## config.mk

```make
export PLATFORM = sky130hd
export DESIGN_NAME = stats_multi_tracker_collector
export DESIGN_NICKNAME = d
export VERILOG_FILES = /design/src/rtl/stats_multi_tracker_collector.sv
export SDC_FILE = /design/constraint.sdc
export NUM_CORES = 1
export LEC_CHECK = 0
export CAP_MARGIN = 20
export CORE_AREA = 2 2 465 467
export DETAILED_ROUTE_END_ITERATION = 16
export DIE_AREA = 0 0 467 469
export PLACE_DENSITY = 0.3
export SYNTH_ARGS = -nofsm -noshare
export SYNTH_HDL_FRONTEND = slang
export SYNTH_SLANG_ARGS = --single-unit
```

## constraint.sdc

```tcl
create_clock -name clk -period 5.4 [get_ports clk]
set_clock_uncertainty 0.15 [all_clocks]
set_input_delay 1.62 -clock clk [delete_from_list [all_inputs] [get_ports clk]]
set_output_delay 1.62 -clock clk [all_outputs]
set_load 0.01 [all_outputs]
```

## src/rtl/stats_multi_tracker_collector.sv

```systemverilog
// stats_multi_tracker_collector
//
// Gathers the statistics rings of up to NUM_TRACKERS tracker tiles for one
// flow request. It visits every tracker selected in the request mask, in
// ascending index order. For each one it queries the ring metadata, works out
// the entry count, emits a header line carrying the byte length and the
// tracker id, then streams the dump as exactly ceil(bytes/DATA_BYTES) lines.
// Short dumps are padded with zero lines and long dumps are truncated. Either
// case raises a one-cycle err_len_mismatch_o pulse. Once every selected
// tracker is done, a single TX notification carries the total payload length
// and the advanced tail pointer.
//
// Ports (all val/rdy pairs transfer on val && rdy):
//   clk, rst                    clock, asynchronous active-high reset
//   req_*                       collection request: mask of trackers, tail ptr
//   meta_req_* / meta_resp_*    ring metadata query / response (start, end)
//   dump_req_*                  dump command to tracker (id, start, end)
//   data_in_*                   dump data stream from trackers
//   data_out_*                  payload stream (headers + data lines)
//   notif_*                     TX notification: total length, new tail ptr
//   err_len_mismatch_o          pulse when a dump length disagrees with n
module stats_multi_tracker_collector #(
    parameter int DATA_W       = 512,
    parameter int ADDR_W       = 8,
    parameter int STATS_BYTES  = 64,
    parameter int NUM_TRACKERS = 4,
    parameter int PTR_W        = 32,
    localparam int ID_W        = (NUM_TRACKERS > 1) ? $clog2(NUM_TRACKERS) : 1
) (
    input  logic                    clk,
    input  logic                    rst,
    input  logic                    req_val_i,
    output logic                    req_rdy_o,
    input  logic [NUM_TRACKERS-1:0] req_mask_i,
    input  logic [PTR_W-1:0]        req_tail_ptr_i,
    output logic                    meta_req_val_o,
    input  logic                    meta_req_rdy_i,
    output logic [ID_W-1:0]         meta_req_id_o,
    input  logic                    meta_resp_val_i,
    output logic                    meta_resp_rdy_o,
    input  logic [ADDR_W-1:0]       meta_resp_start_i,
    input  logic [ADDR_W-1:0]       meta_resp_end_i,
    output logic                    dump_req_val_o,
    input  logic                    dump_req_rdy_i,
    output logic [ID_W-1:0]         dump_req_id_o,
    output logic [ADDR_W-1:0]       dump_req_start_o,
    output logic [ADDR_W-1:0]       dump_req_end_o,
    input  logic                    data_in_val_i,
    output logic                    data_in_rdy_o,
    input  logic [DATA_W-1:0]       data_in_data_i,
    input  logic                    data_in_last_i,
    output logic                    data_out_val_o,
    input  logic                    data_out_rdy_i,
    output logic [DATA_W-1:0]       data_out_data_o,
    output logic                    data_out_last_o,
    output logic                    notif_val_o,
    input  logic                    notif_rdy_i,
    output logic [PTR_W-1:0]        notif_len_o,
    output logic [PTR_W-1:0]        notif_tail_ptr_o,
    output logic                    err_len_mismatch_o
);
    localparam int DATA_BYTES = DATA_W / 8;
    localparam int SB_LOG     = $clog2(STATS_BYTES);
    localparam int DB_LOG     = $clog2(DATA_BYTES);
    localparam int N_W        = ADDR_W + 1;
    localparam int BYTES_W    = N_W + SB_LOG;

    typedef enum logic [2:0] {
        ST_IDLE,
        ST_META_REQ,
        ST_META_WAIT,
        ST_HDR_OUT,
        ST_DUMP_REQ,
        ST_DATA_PASS,
        ST_NOTIF
    } state_t;

    state_t                  state_q, state_d;
    logic [NUM_TRACKERS-1:0] rem_q, rem_d;        // selected trackers not yet visited
    logic [ID_W-1:0]         id_q, id_d;
    logic [PTR_W-1:0]        tail_q, tail_d;
    logic [PTR_W-1:0]        total_q, total_d;
    logic [ADDR_W-1:0]       start_q, start_d;
    logic [ADDR_W-1:0]       end_q, end_d;
    logic [BYTES_W-1:0]      bytes_q, bytes_d;
    logic [BYTES_W-1:0]      lines_q, lines_d;
    logic [BYTES_W-1:0]      cnt_q, cnt_d;        // output lines emitted for this dump
    logic                    in_done_q, in_done_d; // input stream has delivered last
    logic                    dropped_q, dropped_d; // an excess line was already dropped
    logic                    err_q, err_d;

    // Lowest set bit of a mask; used both for the first pick from the request
    // and for hopping to the next tracker, so cleared bits cost no cycles.
    function automatic logic [ID_W-1:0] first_set(input logic [NUM_TRACKERS-1:0] m);
        first_set = '0;
        for (int i = NUM_TRACKERS - 1; i >= 0; i--) begin
            if (m[i]) first_set = ID_W'(i);
        end
    endfunction

    logic [NUM_TRACKERS-1:0] pick_src;
    logic [ID_W-1:0]         pick_id;
    logic [NUM_TRACKERS-1:0] pick_rest;

    assign pick_src  = (state_q == ST_IDLE) ? req_mask_i : rem_q;
    assign pick_id   = first_set(pick_src);
    assign pick_rest = pick_src & ~(NUM_TRACKERS'(1) << pick_id);

    // Entry count is the modular ring distance end - start. start == end means
    // an empty ring and end + 1 == start means a full one (2^ADDR_W - 1
    // entries). A ring whose end lies below its start has wrapped past the top
    // of the address space and still yields the short forward distance.
    logic [ADDR_W-1:0]  ring_diff;
    logic [N_W-1:0]     n_resp;
    logic [BYTES_W-1:0] bytes_resp;
    logic [BYTES_W:0]   bytes_round;
    logic [BYTES_W-1:0] lines_resp;

    assign ring_diff   = meta_resp_end_i - meta_resp_start_i;
    assign n_resp      = {1'b0, ring_diff};
    assign bytes_resp  = BYTES_W'(n_resp) << SB_LOG;
    assign bytes_round = {1'b0, bytes_resp} + (BYTES_W + 1)'(DATA_BYTES - 1);
    assign lines_resp  = BYTES_W'(bytes_round >> DB_LOG);

    logic               last_trk;
    logic [BYTES_W-1:0] cnt_inc;
    logic [DATA_W-1:0]  hdr_line;
    logic               advance;

    assign last_trk = (rem_q == '0);
    assign cnt_inc  = cnt_q + BYTES_W'(1);

    always_comb begin
        hdr_line                       = '0;
        hdr_line[BYTES_W-1:0]          = bytes_q;
        hdr_line[DATA_W-1 -: ID_W]     = id_q;
    end

    always_comb begin
        state_d   = state_q;
        rem_d     = rem_q;
        id_d      = id_q;
        tail_d    = tail_q;
        total_d   = total_q;
        start_d   = start_q;
        end_d     = end_q;
        bytes_d   = bytes_q;
        lines_d   = lines_q;
        cnt_d     = cnt_q;
        in_done_d = in_done_q;
        dropped_d = dropped_q;
        err_d     = 1'b0;
        advance   = 1'b0;

        req_rdy_o        = 1'b0;
        meta_req_val_o   = 1'b0;
        meta_req_id_o    = '0;
        meta_resp_rdy_o  = 1'b0;
        dump_req_val_o   = 1'b0;
        dump_req_id_o    = '0;
        dump_req_start_o = '0;
        dump_req_end_o   = '0;
        data_in_rdy_o    = 1'b0;
        data_out_val_o   = 1'b0;
        data_out_data_o  = '0;
        data_out_last_o  = 1'b0;
        notif_val_o      = 1'b0;
        notif_len_o      = '0;
        notif_tail_ptr_o = '0;

        case (state_q)
            ST_IDLE: begin
                // Held low while rst is asserted so reset shows all-zero outputs.
                req_rdy_o = ~rst;
                if (req_val_i) begin
                    tail_d  = req_tail_ptr_i;
                    total_d = '0;
                    if (req_mask_i == '0) begin
                        rem_d   = '0;
                        state_d = ST_NOTIF;
                    end else begin
                        id_d    = pick_id;
                        rem_d   = pick_rest;
                        state_d = ST_META_REQ;
                    end
                end
            end
            ST_META_REQ: begin
                meta_req_val_o = 1'b1;
                meta_req_id_o  = id_q;
                if (meta_req_rdy_i) state_d = ST_META_WAIT;
            end
            ST_META_WAIT: begin
                meta_resp_rdy_o = 1'b1;
                if (meta_resp_val_i) begin
                    start_d = meta_resp_start_i;
                    end_d   = meta_resp_end_i;
                    bytes_d = bytes_resp;
                    lines_d = lines_resp;
                    total_d = total_q + PTR_W'(DATA_BYTES) + PTR_W'(bytes_resp);
                    state_d = ST_HDR_OUT;
                end
            end
            ST_HDR_OUT: begin
                data_out_val_o  = 1'b1;
                data_out_data_o = hdr_line;
                data_out_last_o = last_trk && (bytes_q == '0);
                if (data_out_rdy_i) begin
                    cnt_d     = '0;
                    in_done_d = 1'b0;
                    dropped_d = 1'b0;
                    if (bytes_q == '0) advance = 1'b1;
                    else               state_d = ST_DUMP_REQ;
                end
            end
            ST_DUMP_REQ: begin
                dump_req_val_o   = 1'b1;
                dump_req_id_o    = id_q;
                dump_req_start_o = start_q;
                dump_req_end_o   = end_q;
                if (dump_req_rdy_i) state_d = ST_DATA_PASS;
            end
            ST_DATA_PASS: begin
                if (cnt_q < lines_q) begin
                    data_out_last_o = last_trk && (cnt_inc == lines_q);
                    if (!in_done_q) begin
                        // Pass-through: the sink's ready steers the source directly.
                        data_out_val_o  = data_in_val_i;
                        data_out_data_o = data_in_data_i;
                        data_in_rdy_o   = data_out_rdy_i;
                        if (data_in_val_i && data_out_rdy_i) begin
                            cnt_d = cnt_inc;
                            if (data_in_last_i) begin
                                in_done_d = 1'b1;
                                if (cnt_inc < lines_q) err_d = 1'b1;
                            end
                        end
                    end else begin
                        // Source ended early: pad to the advertised length.
                        data_out_val_o = 1'b1;
                        if (data_out_rdy_i) cnt_d = cnt_inc;
                    end
                end else begin
                    // Advertised length reached: drain the rest of the source.
                    data_in_rdy_o = 1'b1;
                    if (data_in_val_i) begin
                        if (!dropped_q) err_d = 1'b1;
                        dropped_d = 1'b1;
                        if (data_in_last_i) in_done_d = 1'b1;
                    end
                end
                if ((cnt_d == lines_q) && in_done_d) advance = 1'b1;
            end
            ST_NOTIF: begin
                notif_val_o      = 1'b1;
                notif_len_o      = total_q;
                notif_tail_ptr_o = tail_q + total_q;
                if (notif_rdy_i) state_d = ST_IDLE;
            end
            default: state_d = ST_IDLE;
        endcase

        if (advance) begin
            if (rem_q != '0) begin
                id_d    = pick_id;
                rem_d   = pick_rest;
                state_d = ST_META_REQ;
            end else begin
                state_d = ST_NOTIF;
            end
        end
    end

    always_ff @(posedge clk or posedge rst) begin
        if (rst) begin
            state_q   <= ST_IDLE;
            rem_q     <= '0;
            id_q      <= '0;
            tail_q    <= '0;
            total_q   <= '0;
            start_q   <= '0;
            end_q     <= '0;
            bytes_q   <= '0;
            lines_q   <= '0;
            cnt_q     <= '0;
            in_done_q <= 1'b0;
            dropped_q <= 1'b0;
            err_q     <= 1'b0;
        end else begin
            state_q   <= state_d;
            rem_q     <= rem_d;
            id_q      <= id_d;
            tail_q    <= tail_d;
            total_q   <= total_d;
            start_q   <= start_d;
            end_q     <= end_d;
            bytes_q   <= bytes_d;
            lines_q   <= lines_d;
            cnt_q     <= cnt_d;
            in_done_q <= in_done_d;
            dropped_q <= dropped_d;
            err_q     <= err_d;
        end
    end

    assign err_len_mismatch_o = err_q;

endmodule

```

; Yosys cells after proc, flatten, opt, wreduce, memory -nomap -nowiden
; Cells that the tools add are included.
; W data, S select, Z words.
[totals]
ramBits = 0
latch_bits = 0
out_inout_bits = 605
n_memories = 0
elab_cells = 145
register_bits = 125
inputBits = 574
mem_bits_ro = 0
[classes]
n_eq_ne = 21
shifts = 1
div_mod_pow = 0
bitwise_logic = 3
addsub = 6
n_mul = 0
n_mux = 82
n_reduce_logical = 17
magnitude_cmp = 2
[op_table]
columns = op, n
row1 = $mux W512, 2
row2 = $pmux W512 S2, 1
row3 = $mux W32, 4
row4 = $mux W15, 6
row5 = $pmux W32 S2, 1
row6 = $add A32 B14 Y32, 1
row7 = $add A32 B32 Y32, 1
row8 = $add A32 B7 Y32 const B, 1
row9 = $mux W1, 32
row10 = $eq A15 B10 Y1, 2
row11 = $lt A15 B10 Y1, 2
row12 = $mux W3, 10
row13 = $pmux W15 S2, 1
row14 = $mux W4, 6
row15 = $mux W2, 11
row16 = $ne A3 B3 Y1 const B, 7
row17 = $pmux W3 S7, 1
row18 = $mux W8, 2
row19 = $add A14 B6 Y15 const B, 1
row20 = $add A15 B1 Y15 const B, 1
row21 = $logic_not A15 Y1, 1
row22 = $ne A2 B2 Y1 const B, 6
row23 = $pmux W1 S2, 5
row24 = $eq A3 B3 Y1 const B, 3
row25 = other kinds (16), 24

; Logic depth before layout (Yosys ltp)
[logic_depth]
word_depth = 14
mapped_depth = 19
mapped_depth_nobuf = 18

; Least setup slack after synthesis
; No wires, ideal clock.
[synth_path]
path_type = in2reg
from = input port meta_resp_end_i[0]
to = register total_q[19]
n_path_buf = 0
path_slack_ps = 555
setup_ps = 132
arrival_ps = 4563
required_ps = 5118
cell_stages = 17
path_cell_list = inv_1 ha_1 inv_1 fa_1 xor2_1 ha_1 inv_1 fa_1 nor2b_1 o21ai_0 a21oi_1 o21ai_0 a21boi_0 o21ai_1 a211oi_1 xnor2_1 nor2_1
[synth_between]
elab_chain_cells = 4
[synth_rtl]
columns = element, line_no
row1 = from (decl), 42  ; input logic [ADDR_W-1:0] meta_resp_end_i,
row2 = $sub A8 B8 Y8, 119  ; assign ring_diff = meta_resp_end_i - meta_resp_start_i;
row3 = $add A32 B14 Y32, 200  ; total_d = total_q + PTR_W'(DATA_BYTES) + PTR_W'(bytes_resp);
row4 = $mux W32, 195  ; if (meta_resp_val_i) begin
row5 = $pmux W32 S2, 171  ; case (state_q)
row6 = to (signal assigned), 294  ; total_q <= total_d;
row7 = to (decl), 82  ; logic [PTR_W-1:0] total_q, total_d;
; No other way between the ends. The select of a mux whose other input is x is not followed.
; A chain may end at the register's enable or synchronous reset.

; Worst setup path in the final report
[layout_path]
from = input port meta_resp_start_i[0]
to = register total_q[22]
[layout_between]
elab_chain_cells = 4
[layout_rtl]
columns = element, line_no
row1 = from (decl), 41  ; input logic [ADDR_W-1:0] meta_resp_start_i,
row2 = $sub A8 B8 Y8, 119
row3 = $add A32 B14 Y32, 200
row4 = $mux W32, 195
row5 = $pmux W32 S2, 171
; No other way between the ends. The select of a mux whose other input is x is not followed.

==> results by group <==
Outcome
  – Outcome: complete, no violations

Synth
  – Syn Area/Cell: 7.44 um^2
  – Async SR Flop Fraction: 1.00
  – Number of enable flip-flop cells after synthesis: 0
  – Top_reg_cell synth: dfrtp_1
  – Mapped Cells: 1492
  – Synthesized area: 0.0111 mm^2
  – Synth cell types: 60
  – Register bit total from synthesis: 109
  – Post-synthesis sequential area ratio: 0.246
  – Yosys synthesis warning count: 0

Global routing
  – First-pass GRT wire length: 246000 um
  – GRT Overall Usage: 0.184
  – Largest net degree at the start of global routing: 74
  – GRT overflow: 0
  – Initial antenna violation count: 253
  – Vias in the first global route: 16200

Placed design
  – Cells after DPL: 5531
  – I/O Buffers: 1172
  – GPL Wtd Cong: 0.881
  – Detailed placer's ending HPWL: 195000 um
  – Area after DPL: 0.0291 mm^2

Final layout
  – Seq. cell area: 0.00273 mm^2
  – Area delta synth->final: 172%
  – Post-route cell area: 0.0302 mm^2
  – Core Util, Final: 0.141
  – Post-Layout Cell Count: 5618
  – Layout Nets: 3368
  – Share of layout cells above drive strength 1: 0.192
  – Fill cell count: 24400
  – Area of the multi-input gates: 0.00808 mm^2

Clock tree
  – CTS buffer count: 9
  – CTS tree: yes
  – H-tree levels: 3
  – Worst-path clk slew: 0.10 ns
  – Longest Clk Path Bufs: 2
  – Clock sinks: 109
  – # hold bufs at CTS: 0
  – Clk_lat worst skew: 0.43 ns
  – Root Driver: clkbuf_16

Die
  – # IOs: 1179
  – Core ar.: 0.214 mm^2
  – Die width: 467 um
  – Row cnt: 170
  – Die footprint: 0.219 mm^2
  – Starting Density: 0.0519
  – Chip height: 469 um

Drt
  – Via density: 2.97
  – DR WL met3: 21500 um
  – Final WL: 213000 um
  – Uppermost layer routed: met5
  – DR WL met2: 100000 um
  – Routed Antenna Nets: 0
  – Via count: 16700
  – DR WL/cell: 37.8 um
  – DRT Pass-1 Iters: 5
  – Number of remaining DRC errors: 0
  – Metal1 wirelength: 84600 um
  – 1st-iter DRT viols: 723

Worst setup path
  – Crit start category: input port
  – Max FO, Critical Path: 8
  – Critical path class: input port to register
  – Crit. End Element: register
  – Critical Path, Cell by Cell: clkdlybuf4s50_1 > ha_1 > inv_1 > fa_1 > a21o_1 > a21oi_2 > o21bai_1 > a21oi_1 > xnor2_1 > ha_1 > ha_1 > buf_4 > inv_1 > o21ai_1 > a41o_1 > buf_12 > nand4_1 > xor2_1 > nor2_1
  – Data arrival time of the worst path: 5.41 ns
  – Worst path bufs/invs: 5
  – Most frequent CP cell: ha_1
  – CP delay by family, top: compound AO/OA/AOI/OAI gates
  – Required time worst endpoint: 5.52 ns
  – CP max stage cell: clkdlybuf4s50_1
  – R2R setup slack: 1.81 ns
  – Crit-path max cell delay: 0.49 ns

Timing
  – Endpoints failing hold: 0
  – Period utilization: 0.980
  – Worst slew margin: 0.234
  – Slew @ Worst Pin: 1.14 ns
  – Setup Viol. Count Final: 0
  – Fin. max-slew vios: 0
  – Max Clk Rate: 189 MHz
  – Min cycle time layout: 5.29 ns

Pwr
  – Maximum vdd drop: 0.168 mV
  – Pwr Density: 248 mW/mm^2
  – Pleak: 0.0135 uW

Worst hold path
  – HP Class: register to register

Job
  – Number of max-cap violations: 0
through the flow:
step	TNS, ns	setup slack, ns	hold WS (ns)	total power, uW
2_1_floorplan	0	0.555	0.286	3140
3_3_place_gp	-6.69	-0.519	0.300	6660
3_5_place_dp	-6.61	-0.513	0.306	6630
4_1_cts	0	0.00576	0.331	7600
5_1_grt	-0.0122	-0.00767	0.349	8020
6_report	0	0.110	0.325	7490
sequential cells by signal (all words and copies together), names as in the netlist:
signal	flops
bytes_q	8
cnt_q	15
dropped_q	1
end_q	8
err_len_mismatch_o	1
id_q	2
in_done_q	1
rem_q	4
start_q	8
state_q	3
tail_q	32
total_q	26
final timing paths:
kind                                    startpoint                       to  depth (start not counted)
min in group asynchronous                      rst   tail_q[18]$_DFFE_PP0P_                          2
setup reg to reg           bytes_q[13]$_DFFE_PP0P_        id_q[1]$_DFF_PP0_                          9
hold / removal               tail_q[0]$_DFFE_PP0P_    tail_q[0]$_DFFE_PP0P_                          2
hold reg to reg              tail_q[0]$_DFFE_PP0P_    tail_q[0]$_DFFE_PP0P_                          2
setup / recovery              meta_resp_start_i[0]  total_q[22]$_DFFE_PP0P_                         19
max in group asynchronous                      rst    tail_q[4]$_DFFE_PP0P_                          3
cell usage after synthesis, types with 5 or more instances:
library cell / instances / area [um^2]
o21ai_0: 61 / 305
a21o_1: 9 / 67.6
xnor2_1: 37 / 324
a22o_1: 5 / 43.8
a21oi_1: 44 / 220
and2_1: 563 / 3520
nand2_1: 194 / 728
o31ai_1: 10 / 75.1
clkbuf_1: 83 / 312
nor2b_1: 8 / 50.1
nor4_1: 7 / 43.8
xor2_1: 34 / 298
nand4_1: 10 / 62.6
nor3_1: 12 / 60.1
a211oi_1: 13 / 97.6
o21a_1: 6 / 45.0
buf_4: 6 / 45.0
and3_1: 6 / 37.5
nor2_1: 69 / 259
nand3_1: 18 / 90.1
dfrtp_1: 109 / 2730
nand2b_1: 5 / 31.3
inv_1: 44 / 165
ha_1: 65 / 813
worst min-delay path: stages, from the launching register on:
cell	delay (ns)
dfrtp_1	0.35
nand2_1	0.05
nand2_1	0.05
routing by layer:
metal  GRT usage  vias to the layer above
met4      0.0325                       42
li1            -                     7322
met1       0.216                     7885
met5           0                        -
met3      0.0805                      388
met2       0.312                     1061
cells by family after synthesis:
logic type / Yosys count / share of synthesized area
and+or+nand+nor: 916 / 0.458
other: 1 / 0.000338
AOI/OAI and AO/OA: 181 / 0.104
buffers and inverters: 140 / 0.0512
muxes: 7 / 0.00744
adders and majority gates: 67 / 0.0769
xor gates and xnor gates: 71 / 0.0560
DFF: 109 / 0.246
final cells by class:
type / instances / share of cell area
Antenna cell: 48 / 0.00398
Clock buffer: 9 / 0.00746
Clock inverter: 7 / 0.00286
Inverter: 45 / 0.00567
Multi-Input combinational cell: 1248 / 0.267
Sequential cell: 109 / 0.0904
Tap cell: 2838 / 0.118
Timing Repair Buffer: 1314 / 0.505
what timing repair did:
item                                    CTS  global route
endpoints found under the setup margin  222           144
gates cloned                              3             4
gates resized for setup                 137           122
buffers inserted                          8             8
pin swaps                                 1             3
endpoints found under the hold margin     0             0
placed cells by master, fill, tap and decap left out, drive strengths merged, types with 6 or more instances in the layout:
cell,synthesis,layout
nand2,194,194
dfrtp,109,109
nor3,14,14
xnor2,37,37
dlymetal6s2s,0,73
clkdlybuf4s50,0,725
o21ai,65,65
diode,0,48
a21oi,44,44
buf,12,422
and2,563,563
ha,65,65
clkbuf,83,14
and3,6,6
nor2b,8,8
xor2,34,34
inv,44,49
o31ai,10,10
dlygate4sd2,0,82
conb,1,6
o21a,6,6
a211oi,13,13
nand3,18,18
nand4,10,10
a21o,9,9
nor4,8,8
nor2,69,69
report_power, final:
group	switching (uW)	internal [uW]
Clock	448	374
Combinational	2860	2510
Sequential	223	1080
Total	3530	3960
(Power assumes the default switching activity.)
